## src/rtl/uart_pkg.sv

```systemverilog
// Shared UART definitions.
//   UART_N        : byte width carried by the UART datapath.
//   RX_FIFO_DEPTH : default number of entries in the receive buffer.
//   clog2()       : constant-friendly ceiling log2 for pointer sizing.
package uart_pkg;

    localparam int UART_N        = 8;
    localparam int RX_FIFO_DEPTH = 16;

    // Smallest w such that (1 << w) >= value.
    function automatic int clog2(input int value);
        int result;
        result = 0;
        for (int i = 0; i < 31; i++) begin
            if ((1 << i) < value) begin
                result = i + 1;
            end
        end
        return result;
    endfunction

endpackage

```

## src/rtl/uart_rx_fifo_if.sv

```systemverilog
// Handshake bundle between uart_rx, the receive FIFO and its consumer.
//   i_data/i_valid   : byte and valid from uart_rx (push on valid rising edge)
//   i_rd             : consumer pop request
//   i_clr_overrun    : synchronous clear of the sticky overrun flag
//   o_data/o_valid   : head-of-queue byte, first-word-fall-through
//   o_full/o_count   : occupancy status
//   o_overrun        : sticky "byte dropped while full"
// slave  : the FIFO side.  master : the producer/consumer side.
interface uart_rx_fifo_if
    import uart_pkg::*;
#(
    parameter int N     = UART_N,
    parameter int DEPTH = RX_FIFO_DEPTH
);

    localparam int ADDR_W = clog2(DEPTH);

    logic [N-1:0]    i_data;
    logic            i_valid;
    logic            i_rd;
    logic            i_clr_overrun;
    logic [N-1:0]    o_data;
    logic            o_valid;
    logic            o_full;
    logic [ADDR_W:0] o_count;
    logic            o_overrun;

    modport slave (
        input  i_data, i_valid, i_rd, i_clr_overrun,
        output o_data, o_valid, o_full, o_count, o_overrun
    );

    modport master (
        output i_data, i_valid, i_rd, i_clr_overrun,
        input  o_data, o_valid, o_full, o_count, o_overrun
    );

endinterface

```

## src/rtl/fifo_mem.sv

```systemverilog
// DEPTH x N register array for the receive FIFO.
//   clk   : write clock
//   we    : write enable
//   waddr : write address
//   wdata : write data
//   raddr : read address (asynchronous read)
//   rdata : mem[raddr]
// Storage is not reset; contents are meaningful only where the owner's
// pointers say so.
module fifo_mem #(
    parameter int N      = 8,
    parameter int DEPTH  = 16,
    parameter int ADDR_W = $clog2(DEPTH)
) (
    input  logic              clk,
    input  logic              we,
    input  logic [ADDR_W-1:0] waddr,
    input  logic [N-1:0]      wdata,
    input  logic [ADDR_W-1:0] raddr,
    output logic [N-1:0]      rdata
);

    logic [N-1:0] mem [DEPTH];

    always_ff @(posedge clk) begin
        if (we) begin
            mem[waddr] <= wdata;
        end
    end

    assign rdata = mem[raddr];

endmodule

```

## src/rtl/uart_rx_fifo.sv

```systemverilog
// Receive-side byte buffer between uart_rx and the operand/opcode logic.
// Captures one byte per rising edge of i_valid, holds up to DEPTH bytes in
// arrival order and presents the oldest first-word-fall-through.
//   clk   : system clock
//   reset : asynchronous, active-low reset
//   bus   : uart_rx_fifo_if.slave (see interface header for signal list)
module uart_rx_fifo
    import uart_pkg::*;
#(
    parameter int N     = UART_N,
    parameter int DEPTH = RX_FIFO_DEPTH
) (
    input  logic         clk,
    input  logic         reset,
    uart_rx_fifo_if.slave bus
);

    localparam int              ADDR_W     = clog2(DEPTH);
    localparam logic [ADDR_W:0] FULL_COUNT = (ADDR_W + 1)'(DEPTH);

    logic              valid_d;
    logic [ADDR_W-1:0] wr_ptr;
    logic [ADDR_W-1:0] rd_ptr;
    logic [ADDR_W:0]   count;
    logic              overrun;

    logic              full;
    logic              not_empty;
    logic              push_req;
    logic              push;
    logic              pop;
    logic              overrun_set;
    logic [N-1:0]      head_data;

    assign full      = (count == FULL_COUNT);
    assign not_empty = (count != '0);

    // uart_rx may hold valid as a level; only its rising edge is a new byte.
    assign push_req = bus.i_valid & ~valid_d;
    assign pop      = bus.i_rd & not_empty;
    // A pop in the same cycle frees a slot, so a full queue still accepts.
    assign push        = push_req & (~full | pop);
    assign overrun_set = push_req & full & ~pop;

    fifo_mem #(
        .N      (N),
        .DEPTH  (DEPTH),
        .ADDR_W (ADDR_W)
    ) u_mem (
        .clk   (clk),
        .we    (push),
        .waddr (wr_ptr),
        .wdata (bus.i_data),
        .raddr (rd_ptr),
        .rdata (head_data)
    );

    always_ff @(posedge clk or negedge reset) begin
        if (!reset) begin
            valid_d <= 1'b0;
            wr_ptr  <= '0;
            rd_ptr  <= '0;
            count   <= '0;
            overrun <= 1'b0;
        end else begin
            valid_d <= bus.i_valid;

            // Pointers are exactly ADDR_W bits wide, so +1 wraps modulo DEPTH.
            if (push) begin
                wr_ptr <= wr_ptr + 1'b1;
            end
            if (pop) begin
                rd_ptr <= rd_ptr + 1'b1;
            end

            case ({push, pop})
                2'b10:   count <= count + 1'b1;
                2'b01:   count <= count - 1'b1;
                default: count <= count;
            endcase

            // Set has priority over a same-cycle clear.
            if (overrun_set) begin
                overrun <= 1'b1;
            end else if (bus.i_clr_overrun) begin
                overrun <= 1'b0;
            end
        end
    end

    // Head byte is masked while empty so stale storage never leaks out.
    assign bus.o_data    = not_empty ? head_data : '0;
    assign bus.o_valid   = not_empty;
    assign bus.o_full    = full;
    assign bus.o_count   = count;
    assign bus.o_overrun = overrun;

endmodule

```

## src/flat_wrapper.sv

```systemverilog
// flat-port wrapper written by rule: the top's interface ports become plain ports
module uart_rx_fifo_flat import uart_pkg::*;
#(
    parameter int N     = UART_N,
    parameter int DEPTH = RX_FIFO_DEPTH
)
  (clk, reset, bus_i_data, bus_i_valid, bus_i_rd, bus_i_clr_overrun, bus_o_data, bus_o_valid, bus_o_full, bus_o_count, bus_o_overrun);
  uart_rx_fifo_if #(.N(N), .DEPTH(DEPTH)) bus_i ();
  input  logic clk;
  input  logic reset;
  input wire logic [$bits(bus_i.i_data)-1:0] bus_i_data;
  input wire logic [$bits(bus_i.i_valid)-1:0] bus_i_valid;
  input wire logic [$bits(bus_i.i_rd)-1:0] bus_i_rd;
  input wire logic [$bits(bus_i.i_clr_overrun)-1:0] bus_i_clr_overrun;
  output wire logic [$bits(bus_i.o_data)-1:0] bus_o_data;
  output wire logic [$bits(bus_i.o_valid)-1:0] bus_o_valid;
  output wire logic [$bits(bus_i.o_full)-1:0] bus_o_full;
  output wire logic [$bits(bus_i.o_count)-1:0] bus_o_count;
  output wire logic [$bits(bus_i.o_overrun)-1:0] bus_o_overrun;
  assign bus_i.i_data = bus_i_data;
  assign bus_i.i_valid = bus_i_valid;
  assign bus_i.i_rd = bus_i_rd;
  assign bus_i.i_clr_overrun = bus_i_clr_overrun;
  assign bus_o_data = bus_i.o_data;
  assign bus_o_valid = bus_i.o_valid;
  assign bus_o_full = bus_i.o_full;
  assign bus_o_count = bus_i.o_count;
  assign bus_o_overrun = bus_i.o_overrun;
  uart_rx_fifo #(.N(N), .DEPTH(DEPTH)) u_core (.clk(clk), .reset(reset), .bus(bus_i));
endmodule
```

## config.mk

```make
export PLATFORM = sky130hd
export DESIGN_NAME = uart_rx_fifo_flat
export DESIGN_NICKNAME = d
export VERILOG_FILES = /design/src/rtl/uart_pkg.sv /design/src/rtl/uart_rx_fifo_if.sv /design/src/rtl/fifo_mem.sv /design/src/rtl/uart_rx_fifo.sv /design/src/flat_wrapper.sv
export SDC_FILE = /design/constraint.sdc
export NUM_CORES = 1
export LEC_CHECK = 0
export BUFFER_PORTS_ARGS = -buffer_cell sky130_fd_sc_hd__buf_4
export CAP_MARGIN = 10
export CORE_MARGIN = 2
export CORE_UTILIZATION = 35
export DETAILED_ROUTE_END_ITERATION = 8
export GPL_ROUTABILITY_DRIVEN = 0
export GPL_TIMING_DRIVEN = 0
export PLACE_DENSITY = 0.54
export SKIP_CTS_REPAIR_TIMING = 1
export SLEW_MARGIN = 20
export SYNTH_ARGS = -nofsm -noshare
export SYNTH_HDL_FRONTEND = slang
export SYNTH_SLANG_ARGS = --single-unit
```

## constraint.sdc

```tcl
create_clock -name clk -period 2.45 [get_ports clk]
set_clock_uncertainty 0.1 [all_clocks]
set_input_delay 0.245 -clock clk [delete_from_list [all_inputs] [get_ports clk]]
set_output_delay 0.245 -clock clk [all_outputs]
set_load 0.01 [all_outputs]
```

* Word level (Yosys, flattened, before mapping)
Memory sizes are Yosys's and may differ from the RTL's.
Cells that the tools add are included.
** Word-level totals
- Register bits after elaboration :: 15
- Bits in writable memories :: 128
- Bits of input ports :: 13
- Output and inout port bits :: 16
- Logic and storage cells :: 31
- Memories :: 1
** Cells by class
- Add/sub/neg operators :: 4
- Eq/ne operators :: 3
- Mux-type cells :: 6
- Bitwise gates (word level) :: 9
- Reduce and logical (&&, ||, !) cells :: 3
** Memories
- u_core.u_mem.mem :: depth 16, bits a word 8, read ports 1, clocked after memory_dff 0, write ports 1, line fifo_mem.sv:23 : logic [N-1:0] mem [DEPTH];
** Operators with widths (number)
- $pmux 5 s2 :: 1
- $add 4x1->4 const B :: 2
- $mux 8 :: 1
- $add 5x1->5 const B :: 1
- $and 1x1->1 :: 5
- $eq 5x5->1 const B :: 1
- $reduce_bool 5->1 :: 1
- $sub 5x1->5 const B :: 1
- $mux 1 :: 4
- $reduce_bool 2->1 :: 2
- $not 1->1 :: 3
- $eq 2x1->1 const B :: 1
- $eq 2x2->1 const B :: 1
- $or 1x1->1 :: 1

* Depth between registers and ports, before layout
Gate-level depths: netlist of run 1.
- Word-level depth :: 6
- Mapped depth :: 10

* Cells and area by module
A second synthesis of run 1 with hierarchy kept.
** Unflattened totals
- Cell total of the unflattened synthesis :: 310
- Area, all modules :: 5903.2 µm²
** Modules (own cells, without submodules)
- fifo_mem :: instances 1, cells an instance 221, area each 4987.3 µm², sequential area each 3843.7 µm²
- uart_rx_fifo :: instances 1, cells an instance 89, area each 915.9 µm², sequential area each 375.4 µm²

* Worst setup path before layout of run 1
No wires, ideal clock.
- Path type :: flip-flop to flip-flop
- Start :: register u_core.count[1], in the netlist u_core.bus.o_count[1]
- End :: register u_core.count[4], in the netlist u_core.bus.o_count[4]
- Data arrival time :: 1.950 ns
- Data required time :: 2.270 ns
- Slack :: 0.320 ns
- Cell stages (with the launch flop) :: 11
- Clock period less this slack :: 2.130 ns
- Cell sequence :: dfrtp_1 > buf_6 > nor4_2 > a21oi_2 > nand2_1 > xnor2_1 > ha_1 > nor2_1 > nand3_1 > mux2i_1 > xnor2_1
** On the way
- Longest elaborated chain between the ends :: 6
- Elaborated cells on any way between the ends :: 12
- Classes of those cells :: add/sub: 2; eq/ne: 3; mux: 1; bitwise: 4; reduce/logical: 2
** Ends and longest elaborated chain
- from (decl) :: line uart_rx_fifo.sv:24 : logic [ADDR_W:0] count;
- from (signal assigned) :: line uart_rx_fifo.sv:77 : 2'b10: count <= count + 1'b1;
- from (signal assigned) :: line uart_rx_fifo.sv:78 : 2'b01: count <= count - 1'b1;
- from (signal assigned) :: line uart_rx_fifo.sv:79 : default: count <= count;
- $reduce_bool 5->1 or $eq 5x5->1 (tied branches) :: line uart_rx_fifo.sv:36, uart_rx_fifo.sv:35
- $and 1x1->1 or $not 1->1 (tied branches) :: line uart_rx_fifo.sv:40, uart_rx_fifo.sv:42
- $or 1x1->1 :: line uart_rx_fifo.sv:42 : assign push = push_req & (~full | pop);
- $and 1x1->1 :: line uart_rx_fifo.sv:42
- $eq 2x1->1 or $eq 2x2->1 (tied branches) :: line uart_rx_fifo.sv:76 : case ({push, pop})
- $pmux 5 s2 or $reduce_bool 2->1 (tied branches)
Several ways; a longest one is shown, not always the timed one.
A chain may end at the register's enable or synchronous reset.

* Worst setup path in the final report of run 1
- Start :: register u_core.rd_ptr[1]
- End :: output bus_o_data[1]
** On the way
- Longest elaborated chain between the ends :: 2
** Ends and longest elaborated chain
- from (decl) :: line uart_rx_fifo.sv:23 : logic [ADDR_W-1:0] rd_ptr;
- from (signal assigned) :: line uart_rx_fifo.sv:73 : rd_ptr <= rd_ptr + 1'b1;
- $mem_v2 16x8
- $mux 8 :: line uart_rx_fifo.sv:92 : assign bus.o_data = not_empty ? head_data : '0;
- to (decl) :: line flat_wrapper.sv:15 : output wire logic [$bits(bus_i.o_data)-1:0] bus_o_data;
Every way passes these cells.

==> results.json, run 1 <==
{
  "tns_ps": -543.3,
  "rr_startpoint": "u_core.bus.o_count[1]",
  "clkTransAtPathRegs_ps": 60,
  "status": "finished, violations left",
  "grt_antenna_before_repair": 0,
  "die_area_sq_um": 17900,
  "grt_pass1_wl_mm": 18.91,
  "grt_pass1_vias": 3195,
  "die_h_um": 133.8,
  "hold_viol": 0,
  "cp.required_ps": 2110,
  "numCtsBuffers": 17,
  "die_w_um": 133.8,
  "ant_nets": 0,
  "post-route-drc-count": 0,
  "insertedDiodeCount": 0,
  "rows": 47,
  "whs_endpoint": "u_core.bus.o_overrun",
  "crit_path_cell_trace": "buf_8 > clkbuf_16 > mux4_2 > a211oi_2 > a211oi_2 > buf_4",
  "cpPeakStageDelay_ps": 500,
  "min_from": "bus_i_clr_overrun",
  "synth_warnings": 0,
  "worstHoldPathCells": 3,
  "path_class": "register to output port",
  "nNetsFinal": 388,
  "routed_wl_mm": 12.64,
  "io_buffers": 28,
  "ys_seq_area_frac": 0.7158,
  "nFillCells": 1445,
  "crit_slowest_cell": "mux4_2",
  "fin_ws_ps": -106.5,
  "power_density_nw_per_um2": 1173,
  "peakVddDrop_v": 0.0006141,
  "route.vias.total": 3021,
  "ys.flop_type": "edfxtp_1",
  "end_kind": "output port",
  "seq_area_sq_um": 4223,
  "global_route.usage.total": 0.1489,
  "worst_slew_pin_slew_ps": 722.5,
  "h-tree-depth": 4,
  "dp_slack_ps": -292.4,
  "fmax_ghz": 0.3912,
  "yosysUniqueCellTypes": 39,
  "insertion_delay_ps": 420,
  "viasPerCell": 5.027,
  "fin_cells": 601,
  "slew_headroom": 0.5183,
  "cts.path.max_buffers": 2,
  "reg2reg_to": "u_core.bus.o_count[4]",
  "firstDrtPassIters": 4,
  "synth_enable_flop_cells": 128,
  "reg2regPathDepth": 10,
  "first_iter_violations": 257,
  "cts_tree": "yes",
  "dpl.hpwl_mm": 7.944,
  "ff2ff_setup_slack_ps": 110,
  "timing.final.crit_share": 1.043,
  "path_common_cell": "a211oi_2",
  "finalMaxSlewViolations": 0,
  "power.total_mw": 8.597,
  "syn_nets": 327,
  "syn_area_sq_um": 5894,
  "grt_max_degree": 17,
  "worstHoldPathType": "input port to register",
  "start_kind": "register",
  "arrival_ps": 2210,
  "path_max_fanout": 7,
  "synthCells": 308,
  "layout-drive-gt1-share": 0.4042,
  "syn_avg_cell_area_sq_um": 19.14,
  "synth-async-reset-ratio": 0.1049,
  "ys_seq_elements": 143,
  "maxCapViolCount": 0,
  "violations": "setup timing",
  "avgRoutedWirePerCell_um": 21.04,
  "setup_viol": 8,
  "overflow": 0,
  "rsz0062_at_grt": "yes",
  "cts_root_buffer": "clkbuf_16",
  "leakage_nw": 2.488,
  "syn_to_final_growth_pct": 24.37,
  "period_needed_ps": 2557,
  "core_region_area_sq_um": 16520,
  "placedCellCount": 556,
  "start_util": 0.3567,
  "ios": 29,
  "cts.sinks": 143,
  "multiInputGateArea_sq_um": 1668
}
## placed cells by master, fill, tap and decap left out, types with 3 or more instances in the layout
cell       count
dfrtp_2        3
mux2i_1        9
clkinv_2       4
and2_1         4
a211oi_2      13
nor3_1         3
ha_1           6
edfxtp_1     128
buf_4         38
buf_6          4
inv_6          3
inv_1          5
buf_12         5
and4_1         4
nand4_1        3
and2_2         8
clkbuf_16     19
mux4_2        32
nor2b_1        7
mux2i_2        3
nor2_1         3
nand2_1        8
a211oi_1       3
xnor2_1       10
dfrtp_1       12
## cells in the mapped netlist (4+ instances only)
| cell type | n | area share |
|---|---|---|
| nor2b_1 | 9 | 0.0096 |
| xnor2_1 | 10 | 0.015 |
| and4_1 | 4 | 0.0059 |
| mux4_2 | 32 | 0.12 |
| ha_1 | 6 | 0.013 |
| and2_1 | 12 | 0.013 |
| clkbuf_1 | 4 | 0.0025 |
| mux2i_1 | 12 | 0.020 |
| a211oi_1 | 16 | 0.020 |
| nand2_1 | 8 | 0.0051 |
| inv_1 | 6 | 0.0038 |
| dfrtp_1 | 15 | 0.064 |
| buf_2 | 7 | 0.0059 |
| edfxtp_1 | 128 | 0.65 |
## cell type report
class / instances / area share
sequential: 143 / 0.5760
multi-input combinational: 140 / 0.2275
clock buffer: 17 / 0.05803
timing repair buffer: 44 / 0.05615
tap: 220 / 0.03755
buffer: 17 / 0.02185
clock inverter: 14 / 0.01946
inverter: 6 / 0.003414
## sequential cells by signal (all words and copies together) (netlist names)
name                  cells
u_core.bus.o_overrun      1
u_core.valid_d            1
u_core.wr_ptr             4
u_core.bus.o_count        5
u_core.u_mem.mem        128
u_core.rd_ptr             4
## metal layers
layer,track usage,vias up,part of all wire
met5,0,-,0
met4,0.04433,0,0.010
met3,0.04611,11,0.048
met2,0.2382,75,0.49
met1,0.1968,1564,0.45
li1,-,1371,-
## cells by family after synthesis
| group | after synthesis | synth area share |
|---|---|---|
| AO/OA/AOI/OAI | 28 | 0.03673 |
| XOR/XNOR | 10 | 0.01486 |
| adder cells (fa/ha/maj) | 6 | 0.01274 |
| buffers and inverters | 25 | 0.02314 |
| flip-flops | 143 | 0.7158 |
| multiplexers | 44 | 0.1426 |
| AND/OR/NAND/NOR | 52 | 0.05413 |
## where the power goes
part | internal (mW) | switching (mW)
Sequential | 2.89 | 0.198
Combinational | 1.57 | 1.48
Clock | 1.49 | 0.976
Total | 5.95 | 2.65
## metrics by stage
| stage | area [sq um] | util | hold WS (ps) |
|---|---|---|---|
| floorplan | 5894 | - | -150.6 |
| global placement | 6380 | 0.3861 | 17.43 |
| detailed placement | 6380 | 0.3861 | 20.71 |
| CTS | 6948 | 0.4205 | -433.2 |
| global route | 7331 | 0.4436 | 34.78 |
| finish | 7331 | 0.4436 | 31.19 |
## worst max-delay path by stage
| stage | startpoint | endpoint | slack [ps] | cells after the start |
|---|---|---|---|---|
| global placement | u_core.rd_ptr[0] | bus_o_data[1] | -270 | 6 |
| finish | u_core.rd_ptr[1] | bus_o_data[1] | -110 | 6 |
| detailed placement | u_core.rd_ptr[0] | bus_o_data[7] | -290 | 6 |
| CTS | u_core.rd_ptr[0] | bus_o_data[7] | -750 | 6 |
| floorplan | u_core.bus.o_count[1] | u_core.bus.o_count[4] | 320 | 10 |
| global route | u_core.rd_ptr[1] | bus_o_data[1] | -170 | 7 |
## worst max-delay path: cells and delay by family, from the launching register on
| family | cells | cell delay [ps] |
|---|---|---|
| AO/OA/AOI/OAI | 2 | 400 |
| buffers and inverters | 3 | 510 |
| flip-flops | 1 | 380 |
| multiplexers | 1 | 500 |
Power figures use the tool's default switching activity.
==> run 2, diff against run 1 <==
Settings changed: CORE_ASPECT_RATIO set to 1.1.
==> run 2 against run 1 <==
Net effect:
- the run still ends with setup timing left
- via count increased by 0.79%
- non-clock buffer count increased by 6
- power up 3.6%
- combinational power up 4%
- highest routed layer unchanged
- critical path depth unchanged
- sequential power is 2% higher
==> results.json, run 2 (same netlist as run 1, synthesis figures left out) <==
{
  "nNetsFinal": 394,
  "timing.final.crit_share": 1.032,
  "grt_max_degree": 17,
  "finalMaxSlewViolations": 0,
  "min_from": "bus_i_clr_overrun",
  "global_route.usage.total": 0.1488,
  "route.vias.total": 3045,
  "routed_wl_mm": 12.89,
  "maxCapViolCount": 0,
  "io_buffers": 28,
  "largest_register_ff_count": 128,
  "wl_met2_mm": 6.654,
  "wl_met3_um": 474,
  "grt_antenna_before_repair": 0,
  "cts.sinks": 143,
  "fin_cells": 591,
  "dpl.hpwl_mm": 7.971,
  "die_area_sq_um": 17900,
  "violations": "setup timing",
  "rr_startpoint": "u_core.valid_d",
  "die_w_um": 127.7,
  "core_region_area_sq_um": 16430,
  "die_h_um": 140.1,
  "post-route-drc-count": 0,
  "cts.path.max_buffers": 2,
  "numCtsBuffers": 17,
  "avgRoutedWirePerCell_um": 21.81,
  "layout_common_cells": "128 x edfxtp_1, 44 x buf_4, 32 x mux4_2",
  "viasPerCell": 5.152,
  "setup_viol": 8,
  "fmax_ghz": 0.3954,
  "cts_root_buffer": "clkbuf_16",
  "start_util": 0.3587,
  "h-tree-depth": 4,
  "cts_tree": "yes",
  "reg2reg_to": "u_core.u_mem.mem[15][7]",
  "whs_endpoint": "u_core.bus.o_overrun",
  "largest_register": "u_core.u_mem.mem",
  "met1Wirelength_mm": 5.582,
  "power_density_nw_per_um2": 1201,
  "top_layer": "met4",
  "placedCellCount": 540,
  "start_kind": "register",
  "cpPeakStageDelay_ps": 520,
  "leakage_nw": 2.545,
  "hold_viol": 0,
  "crit_path_cell_trace": "buf_12 > clkbuf_16 > mux4_2 > a211oi_4 > a211oi_2 > buf_4",
  "syn_to_final_growth_pct": 25.83,
  "ant_nets": 0,
  "tns_ps": -374.4,
  "end_kind": "output port",
  "overflow": 0,
  "period_needed_ps": 2529,
  "cp.required_ps": 2110,
  "fin_ws_ps": -79.19,
  "firstDrtPassIters": 4,
  "slew_headroom": 0.5477,
  "worstHoldPathType": "input port to register",
  "final_core_util": 0.4514,
  "ff2ff_setup_slack_ps": 200,
  "crit_slowest_cell": "mux4_2",
  "worstHoldPathCells": 3,
  "layout-drive-gt1-share": 0.4134,
  "path_max_fanout": 8,
  "insertedDiodeCount": 0,
  "status": "finished, violations left",
  "reg2regPathDepth": 5,
  "grt_pass1_wl_mm": 18.96,
  "arrival_ps": 2180,
  "rsz0062_at_grt": "yes",
  "first_iter_violations": 146,
  "worst_slew_pin_slew_ps": 678.5,
  "peakVddDrop_v": 0.0005693,
  "clkTransAtPathRegs_ps": 60,
  "ios": 29,
  "grt_pass1_vias": 3105,
  "path_class": "register to output port",
  "rows": 49,
  "insertion_delay_ps": 420,
  "final_common_cell": "edfxtp_1"
}
==> run 2: metal layers <==
| metal | vias up | track usage |
|---|---|---|
| met5 | - | 0 |
| met4 | 0 | 0.06420 |
| met3 | 10 | 0.03323 |
| met2 | 60 | 0.2446 |
| met1 | 1599 | 0.1899 |
| li1 | 1376 | - |
==> run 2: cell type report <==
cell class	count	area, sq um
buffer	16	178.9
clock buffer	18	429.2
tap	204	255.2
multi-input combinational	140	1688
clock inverter	13	163.9
inverter	6	22.52
timing repair buffer	51	456.7
sequential	143	4223
fill	1432	9014
==> run 2: worst max path at each step <==
stage	start	slack, ps	to	cells past startpoint
global route	u_core.rd_ptr[1]	-170	bus_o_data[2]	6
global placement	u_core.rd_ptr[0]	-190	bus_o_data[2]	6
floorplan	u_core.bus.o_count[1]	320	u_core.bus.o_count[4]	10
CTS	u_core.rd_ptr[0]	-690	bus_o_data[2]	6
finish	u_core.rd_ptr[1]	-80	bus_o_data[2]	6
detailed placement	u_core.rd_ptr[0]	-230	bus_o_data[2]	6
==> run 2: where the power goes <==
| part | internal (mW) | switching, mW | leakage [nW] | total, mW |
|---|---|---|---|---|
| combinational | 1.69 | 1.49 | 0.929 | 3.18 |
| clock | 1.60 | 1.00 | 0.287 | 2.60 |
| sequential | 2.88 | 0.241 | 1.33 | 3.13 |
==> run 2: critical path, delay by kind of cell, from the launching register on <==
family,cells,cell delay (ps)
flops,1,390
compound gates,2,350
mux,1,520
buf+inv,3,490
==> run 2: through the flow <==
step / total power [mW] / area (sq um) / hold slack (ps) / setup WS, ps
after floorplan: 4.732 / 5894 / -150.6 / 320.3
after global placement: 5.583 / 6360 / 15.54 / -194.4
after detailed placement: 5.637 / 6360 / 16.12 / -226.0
after CTS: 8.240 / 6953 / -440.7 / -688.3
after global routing: 9.313 / 7417 / 9.028 / -174.2
final: 8.910 / 7417 / 20.62 / -79.19
